`src/rtl/seg7_pkg.sv`:
```
// Shared 7-segment glyph table (gfedcba, active-high) and its inverse lookup,
// so the forward decoder and the scan-capture block agree on one encoding.
package seg7_pkg;

    typedef enum int unsigned {
        SEG_A = 0,
        SEG_B = 1,
        SEG_C = 2,
        SEG_D = 3,
        SEG_E = 4,
        SEG_F = 5,
        SEG_G = 6
    } seg_idx_e;

    localparam logic [6:0] SEG_PAT_0 = 7'h3F;
    localparam logic [6:0] SEG_PAT_1 = 7'h06;
    localparam logic [6:0] SEG_PAT_2 = 7'h5B;
    localparam logic [6:0] SEG_PAT_3 = 7'h4F;
    localparam logic [6:0] SEG_PAT_4 = 7'h66;
    localparam logic [6:0] SEG_PAT_5 = 7'h6D;
    localparam logic [6:0] SEG_PAT_6 = 7'h7D;
    localparam logic [6:0] SEG_PAT_7 = 7'h07;
    localparam logic [6:0] SEG_PAT_8 = 7'h7F;
    localparam logic [6:0] SEG_PAT_9 = 7'h6F;

    localparam logic [3:0] INVALID_CODE = 4'hF;

    typedef enum logic {
        ST_IDLE    = 1'b0,
        ST_COLLECT = 1'b1
    } cap_state_e;

    typedef struct packed {
        logic       invalid;
        logic [3:0] code;
    } seg_dec_t;

    function automatic seg_dec_t seg_to_bcd(input logic [6:0] pattern);
        seg_dec_t dec;
        dec.invalid = 1'b0;
        case (pattern)
            SEG_PAT_0: dec.code = 4'd0;
            SEG_PAT_1: dec.code = 4'd1;
            SEG_PAT_2: dec.code = 4'd2;
            SEG_PAT_3: dec.code = 4'd3;
            SEG_PAT_4: dec.code = 4'd4;
            SEG_PAT_5: dec.code = 4'd5;
            SEG_PAT_6: dec.code = 4'd6;
            SEG_PAT_7: dec.code = 4'd7;
            SEG_PAT_8: dec.code = 4'd8;
            SEG_PAT_9: dec.code = 4'd9;
            default: begin
                dec.code    = INVALID_CODE;
                dec.invalid = 1'b1;
            end
        endcase
        return dec;
    endfunction

endpackage

```
`src/rtl/seg7_pattern_to_bcd.sv`:
```
// Combinational inverse 7-segment decoder: segment pattern -> {invalid, BCD code}.
module seg7_pattern_to_bcd
    import seg7_pkg::*;
(
    input  logic [6:0] pattern_i,
    output logic [3:0] code_o,
    output logic       invalid_o
);

    seg_dec_t dec;

    always_comb begin
        dec = seg_to_bcd(pattern_i);
    end

    assign code_o    = dec.code;
    assign invalid_o = dec.invalid;

endmodule

```
`src/rtl/seg7_scan_capture.sv`:
```
// Watches a multiplexed 7-segment bus, qualifies each anode dwell for stability
// and reassembles the displayed digits into complete BCD frames.
module seg7_scan_capture
    import seg7_pkg::*;
#(
    parameter int DIGITS        = 4,
    parameter int STABLE_CYCLES = 4,
    parameter int TIMEOUT       = 65535
) (
    input  logic                  clk,
    input  logic                  rst_n,
    input  logic [DIGITS-1:0]     an_in,
    input  logic [6:0]            seg_in,
    output logic [4*DIGITS-1:0]   bcd_out,
    output logic [DIGITS-1:0]     invalid_out,
    output logic                  frame_valid,
    output logic                  frame_err
);

    localparam int CNT_W = (STABLE_CYCLES > 2) ? $clog2(STABLE_CYCLES) : 1;
    localparam int TO_W  = $clog2(TIMEOUT + 1);
    localparam int IDX_W = (DIGITS > 1) ? $clog2(DIGITS) : 1;

    localparam logic [CNT_W-1:0] CNT_MAX  = CNT_W'(STABLE_CYCLES - 1);
    localparam logic [CNT_W-1:0] CNT_FIRE = CNT_W'(STABLE_CYCLES - 2);
    localparam logic [TO_W-1:0]  TO_LAST  = TO_W'(TIMEOUT - 1);

    logic [DIGITS-1:0] an_meta_q, an_s_q, an_prev_q;
    logic [6:0]        seg_meta_q, seg_s_q, seg_prev_q;
    logic [CNT_W-1:0]  cnt_q, cnt_d;
    logic [DIGITS-1:0] mask_q;
    logic [TO_W-1:0]   to_q;
    cap_state_e        state_q;

    logic [3:0]          shadow_code_q [DIGITS];
    logic [DIGITS-1:0]   shadow_inv_q;
    logic [4*DIGITS-1:0] shadow_flat;

    logic             same, onehot, capture;
    logic [IDX_W-1:0] cap_idx;
    logic [3:0]       dec_code;
    logic             dec_inv;

    seg7_pattern_to_bcd u_dec (
        .pattern_i (seg_s_q),
        .code_o    (dec_code),
        .invalid_o (dec_inv)
    );

    // The counter saturates at STABLE_CYCLES-1 so a long dwell captures once.
    always_comb begin
        same    = (an_s_q == an_prev_q) && (seg_s_q == seg_prev_q);
        onehot  = $onehot(an_s_q);
        capture = same && onehot && (cnt_q == CNT_FIRE);
        cnt_d   = '0;
        if (same && onehot) begin
            cnt_d = (cnt_q == CNT_MAX) ? cnt_q : cnt_q + CNT_W'(1);
        end
    end

    always_comb begin
        cap_idx = '0;
        for (int i = 0; i < DIGITS; i++) begin
            if (an_s_q[i]) begin
                cap_idx = IDX_W'(i);
            end
        end
    end

    always_comb begin
        shadow_flat = '0;
        for (int i = 0; i < DIGITS; i++) begin
            shadow_flat[4*i +: 4] = shadow_code_q[i];
        end
    end

    // Shadow slots are only published once every mask bit has been rewritten.
    always_ff @(posedge clk) begin
        if (capture) begin
            shadow_code_q[cap_idx] <= dec_code;
            shadow_inv_q[cap_idx]  <= dec_inv;
        end
    end

    always_ff @(posedge clk or negedge rst_n) begin
        if (!rst_n) begin
            an_meta_q   <= '0;
            an_s_q      <= '0;
            an_prev_q   <= '0;
            seg_meta_q  <= '0;
            seg_s_q     <= '0;
            seg_prev_q  <= '0;
            cnt_q       <= '0;
            mask_q      <= '0;
            to_q        <= '0;
            state_q     <= ST_IDLE;
            bcd_out     <= '0;
            invalid_out <= '0;
            frame_valid <= 1'b0;
            frame_err   <= 1'b0;
        end else begin
            an_meta_q   <= an_in;
            an_s_q      <= an_meta_q;
            an_prev_q   <= an_s_q;
            seg_meta_q  <= seg_in;
            seg_s_q     <= seg_meta_q;
            seg_prev_q  <= seg_s_q;
            cnt_q       <= cnt_d;
            frame_valid <= 1'b0;
            frame_err   <= 1'b0;

            case (state_q)
                ST_IDLE: begin
                    to_q <= '0;
                    if (capture) begin
                        mask_q  <= mask_q | an_s_q;
                        state_q <= ST_COLLECT;
                    end
                end
                ST_COLLECT: begin
                    if (&mask_q) begin
                        bcd_out     <= shadow_flat;
                        invalid_out <= shadow_inv_q;
                        frame_valid <= 1'b1;
                        mask_q      <= '0;
                        to_q        <= '0;
                        state_q     <= ST_IDLE;
                    end else if (capture) begin
                        // A capture on the timeout edge wins and restarts the idle count.
                        mask_q <= mask_q | an_s_q;
                        to_q   <= '0;
                    end else if (to_q == TO_LAST) begin
                        frame_err <= 1'b1;
                        mask_q    <= '0;
                        to_q      <= '0;
                        state_q   <= ST_IDLE;
                    end else begin
                        to_q <= to_q + TO_W'(1);
                    end
                end
                default: begin
                    state_q <= ST_IDLE;
                end
            endcase
        end
    end

endmodule

```
`config.mk`:
```
export PLATFORM = sky130hd
export DESIGN_NAME = seg7_scan_capture
export DESIGN_NICKNAME = d
export VERILOG_FILES = /design/src/rtl/seg7_pkg.sv /design/src/rtl/seg7_pattern_to_bcd.sv /design/src/rtl/seg7_scan_capture.sv
export SDC_FILE = /design/constraint.sdc
export NUM_CORES = 1
export LEC_CHECK = 0
export ABC_AREA = 0
export CAP_MARGIN = 10
export CORE_ASPECT_RATIO = 0.8
export CORE_MARGIN = 1.5
export CORE_UTILIZATION = 56
export DETAILED_ROUTE_END_ITERATION = 10
export DONT_BUFFER_PORTS = 1
export HOLD_SLACK_MARGIN = 0.06
export PLACE_DENSITY = 0.74
export RECOVER_POWER = 50
export SLEW_MARGIN = 20
export SYNTH_ARGS = -nofsm -noshare
export SYNTH_HDL_FRONTEND = slang
export SYNTH_HIERARCHICAL = 1
export SYNTH_SLANG_ARGS = --single-unit
```
`constraint.sdc`:
```
create_clock -name clk -period 3.31 [get_ports clk]
set_clock_uncertainty 0.2 [all_clocks]
set_input_delay 0.331 -clock clk [delete_from_list [all_inputs] [get_ports clk]]
set_output_delay 0.331 -clock clk [all_outputs]
set_load 0.01 [all_outputs]
```
* Word level (Yosys, flattened, before mapping) *
Memories as Yosys holds them, arrays and structs flattened. A register that Yosys moved wholly into a read port is not among the register bits.
Index checks and enable logic that the tools add are counted.

operators by class
  order comparisons = 2
  muxes and demuxes = 31
  add/sub/neg operators = 5
  reduce and logical (&&, ||, !) cells = 12
  divide/modulo/power cells = 0
  multipliers = 0
  bitwise logic cells = 2
  equality and inequality tests = 19
  shift operators = 0

operator list
  operator                 number
  $eq A7 B7 Y1 const B     7
  $mux W16                 3
  $pmux W4 S10             1
  $pmux W16 S2             1
  $add A16 B1 Y16 const B  1
  $eq A16 B16 Y1 const B   1
  $mux W4                  4
  $eq A7 B3 Y1 const B     2
  $mux W1                  14
  $reduce_or A10 Y1        1
  $mux W2                  4
  $pmux W4 S2              1
  $eq A7 B6 Y1 const B     1
  $eq A7 B7 Y1             1
  $reduce_and A5 Y1        1
  $add A1 B1 Y2            2
  $bwmux W4                1
  $eq A2 B2 Y1 const B     2
  $eq A4 B4 Y1             1
  $logic_and A1 B1 Y1      4
  $logic_not A1 Y1         4
  $ne A2 B2 Y1 const B     2
  $ne A4 B1 Y1 const B     1
  $or A4 B4 Y4             1
  10 further kinds         10

storage, ports and cells
  memories = 1
  output and inout port bits = 22
  register bits = 66
  logic and storage cells = 86
  bits in latches = 0
  bits in read-only memories = 0
  bits in writable memories = 16

memories
  name           depth  width  read ports  clocked after memory_dff  wr ports  line                     RTL
  shadow_code_q  4      4      4           4                         1         seg7_scan_capture.sv:35  logic [3:0] shadow_code_q [DIGITS];

* Longest topological paths before layout *
Gate-level depths: netlist of run 1.

  depth in word-level cells = 8
  gate-level depth with buffers = 10
  gate-level depth less buffers = 9

* Modules after synthesis *
Netlist of run 1, hierarchy kept.

by module, submodules not included
  module               seq. area each (µm²)  times used  area an instance (µm²)  cells an instance
  seg7_scan_capture    2552.4                1           3601.0                  286
  seg7_pattern_to_bcd  0.0                   1           214.0                   31

* Least setup slack after synthesis of run 1 *
OpenSTA, ideal clock, no wires.

  path type = register to register
  from = register an_s_q[3]
  to = memory shadow_code_q[1][0] (enable)
  data required time = 2729 ps
  setup time = 381 ps
  path buffers = 1
  cell stages (with the launch flop) = 10
  arrival = 2809 ps
  path slack = -80 ps
  cells stage by stage = dfrtp_1 -> inv_1 -> fa_1 -> inv_1 -> ha_1 -> ha_1 -> nor4b_1 -> nand4_1 -> clkbuf_1 -> nor4_1

between the ends
  word-level cells in the longest chain between the ends = 7
  elaborated cells between the ends (all ways) = 10

RTL lines
  element                              line                      RTL
  start: declaration                   seg7_scan_capture.sv:28   logic [DIGITS-1:0] an_meta_q, an_s_q, an_prev_q;
  start signal: assignment             seg7_scan_capture.sv:103  an_s_q <= an_meta_q;
  $add A1 B1 Y2 (implied by the code)  seg7_scan_capture.sv:53   onehot = $onehot(an_s_q);
  $add A2 B2 Y3 (implied by the code)  seg7_scan_capture.sv:53
  $eq A3 B1 Y1                         seg7_scan_capture.sv:53
  $logic_and A1 B1 Y1 (2 in series)    seg7_scan_capture.sv:54   capture = same && onehot && (cnt_q == CNT_FIRE);
  $mux W1                              seg7_scan_capture.sv:79   if (capture) begin
  $mux W1 (implied by the code)        seg7_scan_capture.sv:80   shadow_code_q[cap_idx] <= dec_code;
  end: declaration                     seg7_scan_capture.sv:35

Parallel ways exist; a longest one is shown, timed or not.

* Final worst setup path of run 1 *
  from = register an_s_q[0]
  to = register mask_q[0]

between the ends
  word-level cells in the longest chain between the ends = 8
  elaborated cells between the ends (all ways) = 15

RTL lines
  element                              line                      RTL
  $add A1 B1 Y2 (implied by the code)  seg7_scan_capture.sv:53
  $add A2 B2 Y3 (implied by the code)  seg7_scan_capture.sv:53
  $eq A3 B1 Y1                         seg7_scan_capture.sv:53
  $logic_and A1 B1 Y1 (2 in series)    seg7_scan_capture.sv:54
  $mux W4                              seg7_scan_capture.sv:128  end else if (capture) begin
  $mux W4                              seg7_scan_capture.sv:121  if (&mask_q) begin
  $pmux W4 S2                          seg7_scan_capture.sv:112  case (state_q)
  end signal: assignment               seg7_scan_capture.sv:116  mask_q <= mask_q | an_s_q;
  end signal: assignment               seg7_scan_capture.sv:130  mask_q <= mask_q | an_s_q;
  end: declaration                     seg7_scan_capture.sv:31   logic [DIGITS-1:0] mask_q;

Parallel ways exist; a longest one is shown, timed or not. The select of a mux whose other input is x is not followed.
A chain may end at the register's enable or synchronous reset.

==> out/metrics.cfg, run 1 <==
[status]
status=finished, violations left
violations=max-capacitance violations, max-slew violations

[detailed_routing]
vias_per_cell=5.198
drc=0
wl_um=5963
via_count=2230
ant_nets=0
firstDrtPassIters=4
drt_iter0_drc=118
wl_per_cell_um=13.90

[global_routing]
grtUsageTotal=0.1848
use_met3=0.06548
use_met1=0.2349
antenna_found_initial=0
grt_pass1_vias=2230
grt_pass1_wl_um=10070
grt-ovfl-total=0
grt_max_degree=79
grt_busiest_layer=met2
use_met2=0.2887

[timing]
finalCriticalPeriod_ps=3034
rsz0062_at_grt=false
fin_crit_sh=0.9166
max_freq_ghz=0.3296
setup_viol=0
final_max_slew_viol_count=79
final_hold_viol_count=0
max-slew-margin-rel=-0.2335
fin_tns_setup_ps=0
worstMarginPinSlew_ps=1850

[floorplanning]
start_util=0.5893
die-area_mm2=0.007320
fp.dieW_um=95.28
die_h_um=76.83
coreArea_mm2=0.006474
pin_count=35
rows=26

[place]
io_buffers=0
dp.cells=400
dp_hpwl_um=3974
gp_congestion=0.7542

[setup_path]
worstPathArrival_ps=3070
required_ps=3350
cp_max_fo=8
rrSetupSlack_ps=280
rr_worst_depth=10
path_class=reg -> reg
cp-endpoint=mask_q[0]
startpoint_type=flop
reg2reg_to=mask_q[0]
endpoint_kind=flop
reg2reg_from=an_s_q[0]
crit_path_start=an_s_q[0]

[yosys]
synth_common_cells=dfrtp_1, nand2_1, nor2_1
synth-seq-area-share=0.6691
ys_types=42
yosysMostFrequentCell=dfrtp_1
netlist_area_mm2=0.003815
synthFlopType=dfrtp_1
syn_area_per_cell_um2=12.03
syn_nets=337
netlist.area_leader.share=0.5116
synthTopCellsByArea=dfrtp_1, edfxtp_1, nand2_1, xor2_1, nor2_1
synth_seq_cells=98
synth_cells=317
async_flop_share=0.7959
synth_edf_count=20
yosysTopAreaCell=dfrtp_1
yosysWarnings=6

[layout]
fin_nets=360
n_antenna_cell=0
layout-drive-gt1-share=0.09565
layout.cells.non_filler=429
fillers=476
multi_input_area_mm2=0.001177
register_area_mm2=0.002552
syn_to_final_growth_pct=11.51

[clock_network]
cts_made_buffers=9
cts.clk_slew.worst_paths_ps=80
cts_sinks=98
clk_latency_ps=340
clock_path_buffers=2
h-tree-depth=3
clock-root-buffer=clkbuf_8
cts_tree=yes

[power]
powerDensity_mw_per_mm2=492.1
max-vdd-ir-drop_v=0.0003278
cellLeakagePower_uw=0.001909

[min_path]
hold_path_class=reg -> reg
worstHoldPathCells=0

[run]
cap_violations=1

## worst min-delay path by stage
stage	from	endpoint
global placement	rst_n	bcd_out[0]
floorplan	rst_n	an_meta_q[0]
CTS	seg_meta_q[3]	seg_s_q[3]
global route	seg_meta_q[3]	seg_s_q[3]
finish	seg_meta_q[3]	seg_s_q[3]
detailed placement	rst_n	bcd_out[0]
## area by class of cell
type,count,share of cell area
flip-flops and latches,98,0.6000
well taps,84,0.02471
repair buffers,19,0.03824
multi-input cells,197,0.2768
inverters,15,0.01324
clock inverters,6,0.01471
clock buffers,10,0.03235
## flip-flops by register name, indices dropped and copies added, names as in the netlist
signal         count
bcd_out           16
an_s_q             4
frame_valid        1
mask_q             4
cnt_q              2
an_meta_q          4
shadow_code_q     16
to_q              16
shadow_inv_q       4
an_prev_q          4
state_q            1
invalid_out        4
seg_prev_q         7
seg_s_q            7
frame_err          1
seg_meta_q         7
## cell families after synthesis
| family | count (synthesis) | synth area share |
|---|---|---|
| fa+ha+maj | 7 | 0.02493 |
| simple gates | 144 | 0.1863 |
| compound gates | 19 | 0.03378 |
| buf+inv | 22 | 0.02394 |
| flops | 98 | 0.6691 |
| xor+xnor | 27 | 0.06199 |
## layout by cell type, fill, tap and decap left out, types with 2 or more instances in the layout
master,netlist,routed
a211oi_1,5,5
a21oi_1,4,4
buf_4,0,4
clkbuf_1,5,2
clkbuf_8,0,10
clkinv_2,0,3
dfrtp_1,78,78
dlygate4sd3_1,0,12
edfxtp_1,20,20
ha_1,6,6
inv_1,15,15
inv_6,0,2
nand2_1,70,70
nand3_1,7,7
nand4_1,6,6
nor2_1,30,30
nor2b_1,3,3
nor3_1,4,4
nor3b_1,2,2
nor4_1,4,4
nor4b_1,3,2
o21ai_0,4,4
o21ai_1,2,2
xnor2_1,8,8
xor2_1,19,19
## critical path: stages, from the launching register on
cell and delay, ps:
dfrtp_1 410, inv_1 80, fa_1 530, inv_1 40, ha_1 170, ha_1 280
nor4b_2 320, nand4_1 240, buf_4 250, nor3b_4 170, a211oi_1 250
## power by group
group | leakage (uW) | switching, uW | internal, uW
logic | 0.000572 | 42.0 | 29.3
clock network | 0.000107 | 383 | 371
registers | 0.00123 | 18.7 | 1250
## per-stage QoR
stage | cell area (um2) | setup slack [ps] | power, uW | hold WS, ps | util
final | 4254 | 276.1 | 2094 | 153.8 | 0.6571
after CTS | 4278 | 180.5 | 2122 | 155.0 | 0.6608
after global routing | 4254 | 69.23 | 2182 | 157.0 | 0.6571
after global placement | 3930 | 317.1 | 1333 | -162.3 | 0.6071
after detailed placement | 3930 | 190.2 | 1335 | -162.6 | 0.6071
after floorplan | 3815 | -80.31 | 1320 | -164.6 | -
## per-layer routing
metal | routed length (um) | part of all wire
met1 | 2816 | 0.47
met2 | 2753 | 0.46
met3 | 315 | 0.053
met4 | 76 | 0.013
met5 | 0 | 0
## what timing repair did
item | 4_1_cts | 5_1_grt
buffers inserted | 0 | 0
gates resized for setup | 0 | 1
hold endpoints to repair | 89 | 0
setup endpoints to repair | 0 | 23
hold buffers | 13 | 0
(Power assumes the default switching activity.)
==> run 2, diff against run 1 <==
ABC_AREA = default   (was 0)
CORE_MARGIN = 2   (was 1.5)
==> out/metrics.cfg, run 2 (synthesis results as in run 1) <==
[clock_network]
clock-root-buffer=clkbuf_8
cts_sinks=98
cts.clk_slew.worst_paths_ps=90
clock_path_buffers=2
h-tree-depth=3
cts_tree=yes
post_cts_buffers=0
clk_latency_ps=340
cts_made_buffers=9

[setup_path]
startpoint_type=flop
worstPathArrival_ps=2890
cp_max_fo=5
path_class=reg -> reg
reg2reg_from=an_s_q[0]
rrSetupSlack_ps=230
critPathBufInv=2
crit_family=adder cells
cpMaxStageDelayCell=fa_1
crit_chain=inv_1 > fa_1 > inv_1 > ha_1 > ha_1 > nor4b_2 > nand4_1 > nor2_1
rr_worst_depth=8
endpoint_kind=flop
required_ps=3120
critPathMaxStageDelay_ps=530
reg2reg_to=shadow_code_q[3][2]

[floorplanning]
start_util=0.5893
die-area_mm2=0.007493
coreArea_mm2=0.006474
die_h_um=77.83
rows=26
fp.dieW_um=96.28
pin_count=35

[run]
cap_violations=1

[min_path]
hold_path_class=reg -> reg
hold_path_end=seg_s_q[6]
hold_start=seg_meta_q[6]
worstHoldPathCells=0

[layout]
multi_input_area_mm2=0.001177
syn_to_final_growth_pct=11.35
final_area_mm2=0.004248
register_area_mm2=0.002552
layout_common_cells=dfrtp_1, nand2_1, nor2_1, edfxtp_1, xor2_1
layout-drive-gt1-share=0.09593
largestRegisters=bcd_out: 16 flops, shadow_code_q: 16 flops, to_q: 16 flops
layout.cells.most_common=dfrtp_1
fin_nets=359
n_antenna_cell=0
fillers=478

[detailed_routing]
ant_nets=0
wl_per_cell_um=14.40
drc=0
vias_per_cell=5.255
wl_um=6163
firstDrtPassIters=4
via_count=2249
drt_iter0_drc=122

[power]
max-vdd-ir-drop_v=0.0004118
cellLeakagePower_uw=0.001901
powerDensity_mw_per_mm2=492.5

[timing]
setup_viol=0
fin_crit_sh=0.9298
final_hold_viol_count=0
final_max_slew_viol_count=79
worstMarginPinSlew_ps=1863
rsz0062_at_grt=false
holdWs_ps=153.6
finalCriticalPeriod_ps=3077
max-slew-margin-rel=-0.2419
setup_ws_ps=232.5
max_freq_ghz=0.3249

[place]
gp_congestion=0.7817
dp_slack_ps=155.9
post_dp_cell_area_mm2=0.003923
io_buffers=0
dp_hpwl_um=4012

[global_routing]
antenna_found_initial=0
grtUsageTotal=0.1840
use_met1=0.2563
grt_pass1_vias=2256
grt_busiest_layer=met2
use_met3=0.05049
grt_pass1_wl_um=10570
use_met2=0.2875
grt_max_degree=79
grt-ovfl-total=0

[status]
violations=max-capacitance violations, max-slew violations
status=finished, violations left

-- run 2: cell count changes in the layout (fill, tap and decap cells not counted), sizes merged --
cell | previous run | this run
clkbuf | 13 | 11
clkinv | 3 | 2
clkinvlp | 0 | 1
inv | 17 | 18
-- run 2: per-layer routing --
metal  up-vias  share of wire
met2        47           0.48
met4         0         0.0088
li1       1097              -
met5         -              0
met1      1099           0.46
met3         6          0.043
-- run 2: timing repair --
item	in CTS	in global routing
setup endpoints to repair	0	25
resized for setup	0	1
hold buffers	13	0
hold endpoints to repair	89	0
-- run 2: per-stage QoR --
step	total power, uW	TNS, ps	instances	util
after floorplan	1320	-803.0	317	-
after global placement	1332	0	399	0.6059
after detailed placement	1334	0	399	0.6059
after CTS	2122	0	428	0.6593
after global routing	2183	0	428	0.6562
final	2092	0	428	0.6562
-- run 2: power breakdown --
| group | total [uW] | internal [uW] | switching, uW |
|---|---|---|---|
| Sequential | 1270 | 1250 | 19.1 |
| Combinational | 71.1 | 29.5 | 41.6 |
| Clock | 752 | 355 | 398 |
| Total | 2090 | 1630 | 458 |
-- run 2: worst reg2reg max path, cell delays in order, from the launching register on --
cell and delay (ps):
dfrtp_1 420, inv_1 80, fa_1 530, inv_1 50, ha_1 180, ha_1 290
nor4b_2 330, nand4_1 250, nor2_1 410
-- run 2: worst max-delay path by stage --
| stage | startpoint | to | slack (ps) | depth (start not counted) |
|---|---|---|---|---|
| floorplan | an_s_q[3] | shadow_code_q[1][0] | -80 | 9 |
| global placement | an_s_q[1] | shadow_code_q[0][2] | 270 | 9 |
| detailed placement | an_s_q[0] | mask_q[3] | 160 | 10 |
| CTS | an_s_q[0] | mask_q[3] | 130 | 10 |
| global route | an_s_q[0] | shadow_code_q[0][0] | 20 | 9 |
| finish | an_s_q[0] | shadow_code_q[3][2] | 230 | 8 |
-- run 2: area by class of cell --
| type | count | share of cell area |
|---|---|---|
| clock buffers | 9 | 0.02916 |
| clock inverters | 7 | 0.01738 |
| inverters | 15 | 0.01325 |
| multi-input cells | 197 | 0.2772 |
| flip-flops and latches | 98 | 0.6009 |
| well taps | 84 | 0.02474 |
| repair buffers | 18 | 0.03741 |
==> run 3, diff against run 2 <==
ABC_CLOCK_PERIOD_IN_PS = 3310   (was default)
CELL_PAD_IN_SITES_DETAIL_PLACEMENT = 2   (was default)
CELL_PAD_IN_SITES_GLOBAL_PLACEMENT = 2   (was default)
CORE_UTILIZATION = 38   (was 56)
PLACE_DENSITY = default   (was 0.74)
PLACE_DENSITY_LB_ADDON = 0.1   (was default)
==> out/metrics.cfg, run 3 (synthesis results as in run 1) <==
[power]
max-vdd-ir-drop_v=0.0004153
cellLeakagePower_uw=0.001974
powerDensity_mw_per_mm2=550.7
total_power_uw=2458

[detailed_routing]
wl_um=8154
firstDrtPassIters=4
ant_nets=0
vias_per_cell=4.870
drt_iter0_drc=75
wl_per_cell_um=16.85
via_count=2357
drc=0

[setup_path]
worstPathArrival_ps=2970
endpoint_kind=flop
required_ps=3170
startpoint_type=flop
cpMaxStageDelayCell=fa_1
path_class=reg -> reg
crit_chain=inv_1 > fa_1 > inv_1 > ha_1 > ha_1 > nor4b_2 > nand4_1 > buf_4 > nor4_1 > buf_4
critPathMaxStageDelay_ps=550
cp_max_fo=5
crit_family=adder cells
critPathBufInv=4

[floorplanning]
pin_count=35
coreArea_mm2=0.009689
start_util=0.3937
die_h_um=93.62
rows=32
die-area_mm2=0.01086
fp.dieW_um=116.0

[place]
dp_hpwl_um=5267
io_buffers=0
post_dp_cell_area_mm2=0.004010
gp_congestion=0.7253

[timing]
finalCriticalPeriod_ps=3108
rsz0062_at_grt=false
max_freq_ghz=0.3218
worstMarginPinSlew_ps=1935
fin_tns_setup_ps=0
final_max_slew_viol_count=79
final_hold_viol_count=0
fin_crit_sh=0.9389
max-slew-margin-rel=-0.2897
setup_viol=0

[global_routing]
grt_pass1_vias=2557
grt-ovfl-total=0
grtUsageTotal=0.1707
grt_pass1_wl_um=13820
antenna_found_initial=0
grt_max_degree=79

[clock_network]
cts_made_buffers=9
cts_sinks=98
cts.clk_slew.worst_paths_ps=70
clk_latency_ps=340
clock-root-buffer=clkbuf_16
h-tree-depth=3
clock_path_buffers=2
cts_tree=yes

[layout]
layout-drive-gt1-share=0.1034
final_area_mm2=0.004463
layout_common_cells=dfrtp_1, nand2_1, nor2_1, edfxtp_1, xor2_1
syn_to_final_growth_pct=16.99
layout.cells.most_common=dfrtp_1
n_antenna_cell=0
post-route-util=0.4606
fin_nets=363
largestRegisters=bcd_out: 16 flops, shadow_code_q: 16 flops, to_q: 16 flops

[status]
violations=max-capacitance violations, max-slew violations
status=finished, violations left

[min_path]
hold_path_class=reg -> reg

[run]
cap_violations=1

run 3: final timing paths:
| check | start | end | slack [ps] | cells past startpoint |
|---|---|---|---|---|
| setup / recovery | an_s_q[0] | shadow_code_q[1][1] | 200 | 10 |
| hold / removal | an_meta_q[3] | an_s_q[3] | 150 | 0 |
| setup reg to reg | an_s_q[0] | shadow_code_q[1][1] | 200 | 10 |
| hold reg to reg | an_meta_q[3] | an_s_q[3] | 150 | 0 |
| max in group asynchronous | rst_n | bcd_out[4] | 870 | 2 |
| min in group asynchronous | rst_n | seg_s_q[1] | 870 | 2 |
run 3: worst reg2reg max path: stages, from the launching register on:
cell and delay (ps):
dfrtp_1 410, inv_1 90, fa_1 550, inv_1 50, ha_1 170, ha_1 280
nor4b_2 330, nand4_1 140, buf_4 190, nor4_1 200, buf_4 210
run 3: metal layers:
layer | up-vias | share of wire | track usage
li1 | 1104 | - | -
met1 | 1201 | 0.49 | 0.2385
met2 | 43 | 0.46 | 0.2622
met3 | 9 | 0.039 | 0.04537
met4 | 0 | 0.014 | 0.05060
met5 | - | 0 | 0
run 3: stage by stage:
| step | instances | worst slack (ps) | hold WS (ps) |
|---|---|---|---|
| after floorplan | 317 | -80.31 | -164.6 |
| after global placement | 454 | 275.5 | -163.2 |
| after detailed placement | 454 | 83.31 | -163.2 |
| after CTS | 483 | 49.73 | 150.9 |
| after global routing | 484 | 28.95 | 153.7 |
| final | 484 | 202.3 | 146.5 |
run 3: final cells by class:
cell class                 instances  area (um2)
inverter                          15       56.30
tap                              136       170.2
fill                             992        5226
timing repair buffer              22       185.2
clock inverter                     7       91.34
clock buffer                       9       225.2
multi-input combinational        197        1182
sequential                        98        2552
run 3: where the power goes:
part	internal (uW)	total, uW	switching [uW]
logic	29.8	75.6	45.8
registers	1250	1270	19.7
clock network	662	1110	449
total	1940	2460	515
run 3: what timing repair did:
item / 4_1_cts / 5_1_grt
hold buffers: 13 / 0
setup endpoints to repair: 0 / 40
endpoints found under the hold margin: 89 / 0
resized for setup: 0 / 2
buffers inserted: 0 / 1
